File: src/rtl/s27_pkg.sv
// Shared types and constants for the s27 scan/BIST array: FSM encoding,
// LFSR/MISR feedback masks and per-lane bit offsets.
package s27_pkg;

    typedef enum logic [1:0] {
        IDLE = 2'd0,
        INIT = 2'd1,
        RUN  = 2'd2,
        DONE = 2'd3
    } bist_state_e;

    // Feedback masks, bit i set for each x^(i+1) term of the polynomial
    localparam logic [15:0] TAPS_16 = 16'hB400;       // x^16+x^14+x^13+x^11+1
    localparam logic [31:0] TAPS_32 = 32'h8020_0003;  // x^32+x^22+x^2+x+1

    localparam int G0 = 0;
    localparam int G1 = 1;
    localparam int G2 = 2;
    localparam int G3 = 3;

    localparam int Q5 = 0;
    localparam int Q6 = 1;
    localparam int Q7 = 2;

    function automatic logic [31:0] tap_mask(input int width);
        return (width == 32) ? TAPS_32 : {16'h0000, TAPS_16};
    endfunction

endpackage

File: src/rtl/s27_lane.sv
// Combinational next-state and output logic of one s27 benchmark lane.
module s27_lane
    import s27_pkg::*;
(
    input  logic [2:0] state,
    input  logic [3:0] g,
    output logic [2:0] next,
    output logic       g17
);

    logic g8, g9, g10, g11, g12, g13, g14, g15, g16;

    always_comb begin
        g14 = ~g[G0];
        g8  = state[Q6] & g14;
        g12 = ~(state[Q7] | g[G1]);
        g15 = g8 | g12;
        g16 = g8 | g[G3];
        g13 = ~(g12 | g[G2]);
        g9  = ~(g15 & g16);
        g11 = ~(g9 | state[Q5]);
        g10 = ~(g11 | g14);
        g17 = ~g11;

        next       = '0;
        next[Q5]   = g10;
        next[Q6]   = g11;
        next[Q7]   = g13;
    end

endmodule

File: src/rtl/s27_scan_array.sv
// Array of s27 lanes sharing one scan chain, with an LFSR/MISR BIST
// controller that exercises all lanes and compacts their outputs.
module s27_scan_array
    import s27_pkg::*;
#(
    parameter int                 LANES     = 4,
    parameter int                 MISR_W    = 16,
    parameter int                 PATTERNS  = 64,
    parameter logic [MISR_W-1:0]  LFSR_SEED = MISR_W'(16'hACE1)
) (
    input  logic                 clk,
    input  logic                 rst_n,
    input  logic                 func_en,
    input  logic [4*LANES-1:0]   pi,
    output logic [LANES-1:0]     po,
    input  logic                 scan_en,
    input  logic                 scan_in,
    output logic                 scan_out,
    input  logic                 bist_start,
    output logic                 bist_busy,
    output logic                 bist_done,
    output logic [MISR_W-1:0]    bist_sig
);

    localparam int NBITS = 3 * LANES;
    localparam int NPI   = 4 * LANES;
    localparam int CNT_W = $clog2(PATTERNS + 1);

    localparam logic [31:0]       TAPS_ALL = tap_mask(MISR_W);
    localparam logic [MISR_W-1:0] TAPS     = TAPS_ALL[MISR_W-1:0];
    localparam logic [CNT_W-1:0]  LAST_PAT = CNT_W'(PATTERNS - 1);

    bist_state_e        st_q, st_d;
    logic [NBITS-1:0]   state_q, state_d;
    logic [NBITS-1:0]   nxt_state;
    logic [MISR_W-1:0]  lfsr_q, lfsr_d;
    logic [MISR_W-1:0]  misr_q, misr_d;
    logic [MISR_W-1:0]  sig_q, sig_d;
    logic [CNT_W-1:0]   cnt_q, cnt_d;

    logic               busy;
    logic [NPI-1:0]     pi_bist;
    logic [NPI-1:0]     app_pi;
    logic [MISR_W-1:0]  fold;

    assign busy = (st_q == INIT) || (st_q == RUN);

    // The LFSR pattern is replicated across all lanes' primary inputs
    always_comb begin
        pi_bist = '0;
        for (int j = 0; j < NPI; j++) begin
            pi_bist[j] = lfsr_q[j % MISR_W];
        end
    end

    assign app_pi = busy ? pi_bist : pi;

    for (genvar i = 0; i < LANES; i++) begin : g_lane
        s27_lane u_lane (
            .state (state_q[3*i +: 3]),
            .g     (app_pi[4*i +: 4]),
            .next  (nxt_state[3*i +: 3]),
            .g17   (po[i])
        );
    end

    always_comb begin
        fold = '0;
        for (int j = 0; j < LANES; j++) begin
            fold[j % MISR_W] = fold[j % MISR_W] ^ po[j];
        end
    end

    always_comb begin
        st_d    = st_q;
        state_d = state_q;
        lfsr_d  = lfsr_q;
        misr_d  = misr_q;
        sig_d   = sig_q;
        cnt_d   = cnt_q;

        case (st_q)
            IDLE: begin
                if (bist_start) st_d = INIT;
            end
            INIT: begin
                state_d = '0;
                lfsr_d  = LFSR_SEED;
                misr_d  = '0;
                cnt_d   = '0;
                st_d    = RUN;
            end
            RUN: begin
                state_d = nxt_state;
                lfsr_d  = {lfsr_q[MISR_W-2:0], ^(lfsr_q & TAPS)};
                misr_d  = {misr_q[MISR_W-2:0], ^(misr_q & TAPS)} ^ fold;
                cnt_d   = cnt_q + CNT_W'(1);
                if (cnt_q == LAST_PAT) st_d = DONE;
            end
            DONE: begin
                sig_d = misr_q;
                st_d  = IDLE;
            end
            default: st_d = IDLE;
        endcase

        // BIST owns the array while busy; otherwise scan beats functional
        if (!busy) begin
            if (scan_en) begin
                state_d = {state_q[NBITS-2:0], scan_in};
            end else if (func_en) begin
                state_d = nxt_state;
            end
        end
    end

    always_ff @(posedge clk or negedge rst_n) begin
        if (!rst_n) begin
            st_q    <= IDLE;
            state_q <= '0;
            lfsr_q  <= '0;
            misr_q  <= '0;
            sig_q   <= '0;
            cnt_q   <= '0;
        end else begin
            st_q    <= st_d;
            state_q <= state_d;
            lfsr_q  <= lfsr_d;
            misr_q  <= misr_d;
            sig_q   <= sig_d;
            cnt_q   <= cnt_d;
        end
    end

    assign scan_out  = state_q[NBITS-1];
    assign bist_busy = busy;
    assign bist_done = (st_q == DONE);
    assign bist_sig  = sig_q;

endmodule

File: config.mk
export PLATFORM = sky130hd
export DESIGN_NAME = s27_scan_array
export DESIGN_NICKNAME = d
export VERILOG_FILES = /design/src/rtl/s27_pkg.sv /design/src/rtl/s27_lane.sv /design/src/rtl/s27_scan_array.sv
export SDC_FILE = /design/constraint.sdc
export NUM_CORES = 1
export LEC_CHECK = 0
export ABC_AREA = 1
export CAP_MARGIN = 20
export CORE_MARGIN = 4
export CORE_UTILIZATION = 45
export DETAILED_ROUTE_END_ITERATION = 10
export MAX_ROUTING_LAYER = met4
export PLACE_DENSITY = 0.67
export SLEW_MARGIN = 20
export SYNTH_ARGS = -nofsm -noshare
export SYNTH_HDL_FRONTEND = slang
export SYNTH_HIERARCHICAL = 1
export SYNTH_SLANG_ARGS = --single-unit
File: constraint.sdc
create_clock -name clk -period 3.1 [get_ports clk]
set_clock_uncertainty 0.2 [all_clocks]
set_input_delay 0.465 -clock clk [delete_from_list [all_inputs] [get_ports clk]]
set_output_delay 0.465 -clock clk [all_outputs]
set_load 0.05 [all_outputs]
# [Word level (Yosys, flattened, before mapping)]
# Index checks and enable logic that the tools add are counted.
[totals] regBits=69 in_bits=22 output_inout_bits=23
[classes] add_sub_neg=1 eq_ne=6 n_mux=11 bitwise_logic=57 reduce_logical=6
[op_table] operator="case mux 16 bit (2 select lines)" count=2
[op_table] operator="two-way mux 12 bit" count=3
[op_table] operator="XOR reduction 16 bit" count=2
[op_table] operator="NOT 1 bit" count=24
[op_table] operator="OR 1 bit" count=24
[op_table] operator="case mux 12 bit (2 select lines)" count=1
[op_table] operator="two-way mux 16 bit" count=1
[op_table] operator="XOR 16 x 4 -> 16 bit" count=1
[op_table] operator="case mux 7 bit (2 select lines)" count=1
[op_table] operator="AND 1 bit" count=8
[op_table] operator="case mux 2 bit (4 select lines)" count=1
[op_table] operator="adder 7 x 1 -> 7 bit, second input constant" count=1
[op_table] operator="== test 7 x 6 -> 1 bit, second input constant" count=1
[op_table] operator="== test 2 bit, second input constant" count=2
[op_table] operator="two-way mux 2 bit" count=2
[op_table] operator="== test 2 x 1 -> 1 bit, second input constant" count=1
[op_table] operator="logical NOT 2 bit" count=1
[op_table] operator="!= test 2 x 1 -> 1 bit, second input constant" count=1
[op_table] operator="!= test 2 bit, second input constant" count=1
[op_table] operator="AND reduction 2 bit" count=1
[op_table] operator="nonzero test 2 bit" count=1
[op_table] operator="logical OR 1 bit" count=1

# [Depth between registers and ports, before layout]
[depth] ltp_word=16 depth_mapped=16 mapped_depth_nobuf=14

# [Hierarchy]
# The synthesis kept the hierarchy.
[by_module_without_submodules] module="s27_scan_array" n_inst=1 cells_per_inst=381 area_each_um2=3186.8 seq_area_each_um2=1726.7
[by_module_without_submodules] module="s27_lane" n_inst=4 cells_per_inst=13 area_each_um2=68.8 seq_area_each_um2=0.0

# [Worst setup path before layout]
# Ideal clock, no wire load.
[synth_timing] kind="register to register" from="register st_q[1]" to="register state_q[4]" t_arrival_ns=2.503 setup_slack_ns=0.274 path_stages_with_launch=16 path_buffers=2 period_less_slack_ns=2.826 cell_sequence="dfrtp_1 -> inv_1 -> ha_1 -> inv_1 -> clkbuf_1 -> o21ai_0 -> nor2_2 -> nand2_1 -> nand2_2 -> nand2_2 -> inv_2 -> buf_4 -> nand2_1 -> o21ai_0 -> o21ai_0 -> nand2_1"
[synth_via] elab_chain_len=14
[synth_lines] item="from (decl)" line_no="s27_scan_array.sv:33" source="bist_state_e st_q, st_d;"
[synth_lines] item="from (signal assigned)" line_no="s27_scan_array.sv:126" source="st_q <= st_d;"
[synth_lines] item="== test 2 x 1 -> 1 bit / == test 2 bit (equally long branches)" line_no="s27_scan_array.sv:46" source="assign busy = (st_q == INIT) || (st_q == RUN);"
[synth_lines] item="logical OR 1 bit *" line_no="s27_scan_array.sv:46"
[synth_lines] item="named net bist_busy" line_no="s27_scan_array.sv:20" source="output logic bist_busy,"
[synth_lines] item="two-way mux 16 bit *" line_no="s27_scan_array.sv:56" source="assign app_pi = busy ? pi_bist : pi;"
[synth_lines] item="named net app_pi[5]" line_no="s27_scan_array.sv:43" source="logic [NPI-1:0] app_pi;"
[synth_lines] item="OR 1 bit *" line_no="s27_lane.sv:16" source="g12 = ~(state[Q7] | g[G1]);"
[synth_lines] item="NOT 1 bit *" line_no="s27_lane.sv:16"
[synth_lines] item="OR 1 bit *" line_no="s27_lane.sv:17" source="g15 = g8 | g12;"
[synth_lines] item="(+3 left out)"
[synth_lines] item="named net po[1]" line_no="s27_scan_array.sv:15" source="output logic [LANES-1:0] po,"
[synth_lines] item="NOT 1 bit *" line_no="s27_lane.sv:21" source="g11 = ~(g9 | state[Q5]);"
[synth_lines] item="named net g_lane[1].u_lane.g11" line_no="s27_lane.sv:11" source="logic g8, g9, g10, g11, g12, g13, g14, g15, g16;"
[synth_lines] item="case mux 12 bit (2 select lines)" line_no="s27_scan_array.sv:82" source="case (st_q)"
[synth_lines] item="two-way mux 12 bit" line_no="s27_scan_array.sv:111" source="end else if (func_en) begin"
[synth_lines] item="two-way mux 12 bit" line_no="s27_scan_array.sv:109" source="if (scan_en) begin"
[synth_lines] item="two-way mux 12 bit *" line_no="s27_scan_array.sv:108" source="if (!busy) begin"
[synth_lines] item="named net state_d[4]" line_no="s27_scan_array.sv:34" source="logic [NBITS-1:0] state_q, state_d;"
[synth_lines] item="to (signal assigned)" line_no="s27_scan_array.sv:127" source="state_q <= state_d;"
[synth_lines] item="to (decl)" line_no="s27_scan_array.sv:34"
# The timed path passes the listed nets; every way through them passes the cells marked *.
# A chain may end at the register's enable or synchronous reset.

# [Final worst setup path]
[layout_timing] from="register st_q[1]" to="output po[0]"
[layout_via] elab_chain_len=9
[layout_lines] item="== test 2 x 1 -> 1 bit / == test 2 bit (equally long branches)" line_no="s27_scan_array.sv:46"
[layout_lines] item="logical OR 1 bit *" line_no="s27_scan_array.sv:46"
[layout_lines] item="two-way mux 16 bit *" line_no="s27_scan_array.sv:56"
[layout_lines] item="named net app_pi[1]" line_no="s27_scan_array.sv:43"
[layout_lines] item="OR 1 bit *" line_no="s27_lane.sv:16"
[layout_lines] item="NOT 1 bit *" line_no="s27_lane.sv:16"
[layout_lines] item="OR 1 bit *" line_no="s27_lane.sv:17"
[layout_lines] item="AND 1 bit *" line_no="s27_lane.sv:20" source="g9 = ~(g15 & g16);"
[layout_lines] item="NOT 1 bit *" line_no="s27_lane.sv:20"
[layout_lines] item="OR 1 bit *" line_no="s27_lane.sv:21"
[layout_lines] item="to (decl)" line_no="s27_scan_array.sv:15"
# Marks and branches as above.

==> results by group <==
Global route
  – Maximum number of pins on one net before global-route repair: 70
  – Via count of the first global-routing pass: 2,781
  – Antenna violations before repair: 0
  – Sum of overflow across all layers after global routing: 0
  – Overall fraction of global-route tracks in use: 0.182
  – Wire length of the first global-routing pass: roughly 13,000 um

Finish
  – Fraction of layout instances using a drive strength above 1: 0.105
  – Inserted Diodes: 0
  – Filler cell count in the final layout: approximately 700
  – Nets: 488
  – Layout overhead on the synthesized area: 18.8%
  – Post-layout utilization of the core: 0.558

Synth
  – Share of the yosys chip area belonging to registers: 0.499
  – Distinct cell type count of the synthesized netlist: 25
  – Number of instances in the synthesized netlist: 433
  – Yosys warns: 6
  – Number of enable flip-flop cells after synthesis: 0
  – FF+latch count, synth: between 60 and 70
  – Post-synthesis cell type with the largest combined area: dfrtp_1
  – Share of the synthesized area in the top cell type: 0.499
  – Synth Area per Inst: approximately 8 sq um
  – Synthesized Nets: about 460
  – Post-synthesis instance area: around 3500 sq um
  – Main synth FF type: dfrtp_1
  – Largest cells by area after synthesis: dfrtp_1 (50%), nand2_1 (12%), o21ai_0 (7.4%)
  – Async set-reset flop share out of synthesis: 1.00

Die
  – Die outline area: about 9200 sq um
  – Area of the core: approximately 7400 sq um
  – Effective utilization at floorplan: 0.470
  – Cell Rows: 31
  – Chip width: roughly 96 um
  – I/O pin cnt: 45
  – Die H: 95.7 um

Status
  – Result of the run: complete, no violations

Detailed routing
  – Antenna violation net count after detailed routing: 0
  – Detailed router's first-iteration violation count: 166
  – Final wirelength: 7240 um
  – First drt pass iteration count: 4
  – Via density per instance: roughly 5.0
  – Via Count: ~2,800
  – Detailed-route DRC error count: 0
  – DR WL/cell: roughly 13 um

Critical path
  – Crit-path slowest cell: dfrtp_1
  – Worst reg2reg path depth: 13
  – Cell occurring most often along the worst timing path: nand2_1
  – Ordered cell list for the critical path: inv_1, ha_1, buf_6, nand2_1, nand2_1, nor2_2, nand2_1, nand2_2, nand2_2, buf_4
  – Crit Path Max Fanout: 51
  – CP endpoint kind: output port
  – Data required, critical path: between 2 and 2.5 ns
  – Reg2reg setup slack: roughly 0.69 ns
  – Critical path start-end classification: register to output port
  – Element type at the critical path start: register
  – Reg-to-Reg End: state_q[0]
  – Data arrival time of the worst path: 2.19 ns
  – Largest stage delay on the critical path: approximately 0.41 ns
  – Startpoint of the worst-slack reg-to-reg timing path: st_q[1]

STA
  – Max_slew headroom: 0.425
  – Slew @ Worst Pin: around 0.86 ns
  – Hold Vio Cnt, Final: 0
  – Worst hold margin: ~0.093 ns
  – Top achievable clock speed: roughly 0.35 GHz
  – Minimum clock period: ~2.9 ns
  – RSZ-0062 raised after global routing: no
  – Total negative slack: 0 ns
  – Pins over their slew limit: 0
  – Tcrit/Tclk final: 0.920
  – Final setup fails: 0

Placement
  – I/O Buffers: 44
  – Routability congestion estimate from global placement: slightly above 0.8
  – DP HPWL: 4990 um

Clock network
  – Number of clock buffers inserted by TritonCTS: 9
  – CTS Hold Bufs: 0
  – TritonCTS clock tree: built
  – Clk sink count: a little under 70
  – H-tree levels: 3
  – Max Buffers Root-to-Sink: 2
  – Clock slew at the register clock pins of the worst setup and hold paths: 0.09 ns
  – Clock tree root driver cell: clkbuf_8
  – Worst-skew pair later-pin latency: approximately 0.35 ns

Power and ir drop
  – Sequential group share of total power: 0.544
  – Net Switching: approximately 420 uW
  – Internal Dissipation: approximately 1.2 mW
  – Overall power after layout: approximately 1.7 mW
  – Clk pwr share: 0.423
  – Combinational group share of total power: 0.034
  – Switching share of power: 0.255
  – Maximum vdd drop: between 0.15 and 0.2 mV
  – Reported leakage power: roughly 2.0 nW
  – Pwr per Cell Area: 402 nW/um^2

Hold path
  – Worst min path class: input pin to asynchronous set/reset pin

Flow run
  – Max-capacitance violation count: 0
## logic make-up after synthesis
family | synth area share
XOR/XNOR | 0.0177
buffers and inverters | 0.115
multiplexers | 0.00976
AND/OR/NAND/NOR | 0.181
adder cells (fa/ha/maj) | 0.0145
flip-flops | 0.499
AO/OA/AOI/OAI | 0.163
## flip-flops by register name, summed over array words and instances (netlist names)
| register | count |
|---|---|
| misr_q | 16 |
| bist_sig | 16 |
| state_q | 12 |
| st_q | 2 |
| lfsr_q | 16 |
| cnt_q | 7 |
## synth_stat cells (all sizes together), types with 2 or more instances
master and instances:
nand2 117, dfrtp 69, inv 56, o21ai 53, a21oi 33, nor2 30, buf 24, o22ai 18
clkbuf 7, nand3 5, xnor2 5, ha 4, mux2 3, nor3 2, o31ai 2, xor2 2
## layout make-up
type | instances | area (sq um) | share of cell area
multi-input cells | 276 | 1340 | 0.325
clock inverters | 7 | 62.6 | 0.0152
clock buffers | 9 | 124 | 0.0301
flip-flops and latches | 69 | 1730 | 0.420
repair buffers | 49 | 524 | 0.128
well taps | 99 | 124 | 0.0301
inverters | 57 | 214 | 0.0520
## critical path: cells and delay by family, from the launching register on
kind | cells | cell delay [ns]
and+or+nand+nor | 6 | 0.49
buffers and inverters | 3 | 0.61
adders and majority gates | 1 | 0.31
DFF | 1 | 0.41
## metrics by stage
stage               instances  setup slack (ns)  instance area [sq um]
floorplan                 433             0.274                   3460
global placement          550             0.607                   3920
detailed placement        550             0.497                   3920
CTS                       566            0.0943                   4110
global route              566            0.0592                   4110
finish                    566             0.247                   4110
## power groups by stage
stage / clock network [mW] / registers [mW] / logic [mW]
finish: 0.699 / 0.899 / 0.0555
CTS: 0.717 / 0.899 / 0.0575
detailed placement: 0 / 0.917 / 0.0573
global route: 0.756 / 0.899 / 0.0635
global placement: 0 / 0.917 / 0.0566
floorplan: 0 / 0.917 / 0.00924
## how the worst max path moves through the flow
stage                     slack (ns)  cells after the start    endpoint  startpoint
after floorplan                 0.27                     15  state_q[4]     st_q[1]
after global placement          0.61                     10       po[0]     st_q[1]
after detailed placement        0.50                     10       po[0]     st_q[1]
after CTS                       0.09                     10       po[0]     st_q[1]
after global routing            0.06                     10       po[0]     st_q[1]
final                           0.25                     10       po[0]     st_q[1]
## layout by cell type (no fill, tap or decap), types with 3 or more instances in the layout
cell type and count:
dfrtp_1 69, xnor2_1 5, ha_1 4, buf_4 5
inv_2 5, nand2_1 109, nor2_2 5, clkdlybuf4s50_1 37
inv_6 4, nand3_1 5, buf_12 5, nor2_1 25
inv_1 51, a21oi_1 33, clkbuf_8 9, mux2_2 3
o21ai_0 51, nand2_2 8, o22ai_1 18
## routing by layer
layer | vias to the layer above | wire [um] | global-route usage
li1 | 1431 | - | -
met1 | 1338 | 3420 | 0.241
met2 | 52 | 3450 | 0.285
met3 | 11 | 262 | 0.0281
met4 | 0 | 107 | 0.0664
met5 | - | 0 | -
## what timing repair did
action                                  CTS  global route
endpoints found under the setup margin    0             3
setup buffers                             0             0
resized for setup                         0             1
Note: power is estimated with default switching activity, not from simulation.
==> RTL edit: new RTL, same settings <==
Set the parameter `PATTERNS` to 32 (it was 64).
--- a/src/rtl/s27_scan_array.sv
+++ b/src/rtl/s27_scan_array.sv
@@ -6,5 +6,5 @@
     parameter int                 LANES     = 4,
     parameter int                 MISR_W    = 16,
-    parameter int                 PATTERNS  = 64,
+    parameter int                 PATTERNS  = 32,
     parameter logic [MISR_W-1:0]  LFSR_SEED = MISR_W'(16'hACE1)
 ) (
Formal check against the unedited RTL: same outputs for any inputs over 4 cycles, from zero or initial values and one cycle with rst_n low; that may be too few to reach the edited logic, so the function may still have changed.
==> RTL edit against the unedited design <==
Routed wire length up 0.18%. Area after synthesis grew 0.90%. Via count decreased by 0.85%. Setup slack gained 31 ps. Synthesized cell count increased by 0.23%. Cell area shrank 0.73%. Sequential cell count fell by 1. Global-route usage is 0.31 points lower. Critical path depth is 1 lower. Sequential share of layout area down 0.30 points. Count of clock-buffer cells in the layout up 2. Largest cell class unchanged.
Power is not shown: default switching activity piles up to over one toggle a cycle in this logic, so the estimate is an artifact.
==> RTL edit: results (changes against the unedited design) <==
| Metric | Value |
|---|---|
| Syn nets | 460 (+0.22%) |
| Clock-pin slew on the worst setup and hold paths | 70 ps (-20 ps) |
| Ratio of cells with drive above 1 in the final layout | 0.111 (+0.00619) |
| Crit-path max cell delay | 360 ps (-50 ps) |
| # nets final | 490 (+0.41%) |
| Total GRT Usage | 0.179 (-0.00309) |
| Post_cts resized | 0 (unchanged) |
| # placed instances | 552 (+0.36%) |
| Area post-placement | 3910 um^2 (-0.41%) |
| Vias in the first global route | 2728 (-1.9%) |
| First-pass GRT wire length | 12.4 mm (-3.1%) |
| Ys Warns | 6 (unchanged) |
| Worst Tran Pin Value | 818 ps (-43.7 ps) |
| HPWL after DPL | 5.25 mm (+5.3%) |
| Ranking of synthesized cells by area | dfrtp_1 49%, nand2_1 11%, o21ai_0 7.2%, inv_1 6.0%, a21oi_1 5.2% |
| Largest net degree at the start of global routing | 36 (-49%) |
| DRC violations left | 0 (unchanged) |
| Initial DRC count | 164 (-1.2%) |
| Seq/Total Area, Yosys | 0.487 (-0.0116) |
| Vias | 2808 (-0.85%) |
| Crit-path max FO | 24 (-53%) |
| Top cells by count, synth | 99 x nand2_1, 68 x dfrtp_1, 56 x inv_1 |
| Cell variety after synth | 27 (+8.0%) |
| Routed len/inst | 12.8 um (about the same) |
| Outcome | finished clean |
| Cells after Synth | 434 (+0.23%) |
| Gpl congestion | 0.864 (+5.8%) |
| Pre-CTS setup slack | 597 ps (+100 ps) |
-- RTL edit: cell count changes in the layout (fill, tap and decap cells not counted), moves of 3 or more --
cell	change
a21oi_1	+3
nand2_1	-10
o21ai_1	+8
inv_6	-4
inv_1	+5
xnor2_1	-3
buf_4	+3
-- RTL edit: worst register-to-register path, delay by kind of cell (launching register included) --
kind	cells	cell delay (ps)
buffers and inverters	6	1230
AO/OA/AOI/OAI	1	110
adder cells (fa/ha/maj)	1	300
AND/OR/NAND/NOR	2	170
flip-flops	1	390
-- RTL edit: stage by stage --
| stage | utilization | hold WS, ps |
|---|---|---|
| after floorplan | - | -30.6 |
| after global placement | 0.527 | 270 |
| after detailed placement | 0.527 | 284 |
| after CTS | 0.551 | 27.8 |
| after global routing | 0.551 | 71.6 |
| final | 0.551 | 23.5 |
-- RTL edit: cells by family (layout without fill, tap and decap cells) --
kind of cell               after synthesis  after routing  synth area share
AOI/OAI and AO/OA                      117            117             0.177
adders and majority gates                4              4            0.0143
and+or+nand+nor                        147            147             0.173
muxes                                    1              1           0.00322
xor gates and xnor gates                 3              3           0.00752
buffers and inverters                   94            128             0.138
DFF                                     68             68             0.487
-- RTL edit: path summary, 6_finish.rpt --
path,from,to,slack (ps),cells past startpoint
max in group asynchronous,rst_n,cnt_q[3],2020,2
min in group clk,lfsr_q[1],lfsr_q[1],300,2
max,st_q[0],po[2],280,9
max reg2reg,st_q[1],lfsr_q[0],590,10
min,rst_n,bist_sig[14],20,1
min reg2reg,lfsr_q[1],lfsr_q[1],300,2
-- RTL edit: metal layers --
metal | GRT usage | share of wire | vias to the layer above | wire length, um
li1 | - | - | 1430 | -
met1 | 0.236 | 0.46 | 1306 | 3340
met2 | 0.278 | 0.48 | 62 | 3500
met3 | 0.0305 | 0.042 | 10 | 305
met4 | 0.0652 | 0.015 | 0 | 106
met5 | - | 0 | - | 0
-- RTL edit: layout make-up --
cell class / count / area [um^2]
Tap cell: 99 / 124
Clock buffer: 11 / 151
Timing Repair Buffer: 51 / 536
Clock inverter: 4 / 25.0
Fill cell: 673 / 3330
Multi-Input combinational cell: 272 / 1310
Sequential cell: 68 / 1700
Inverter: 62 / 233
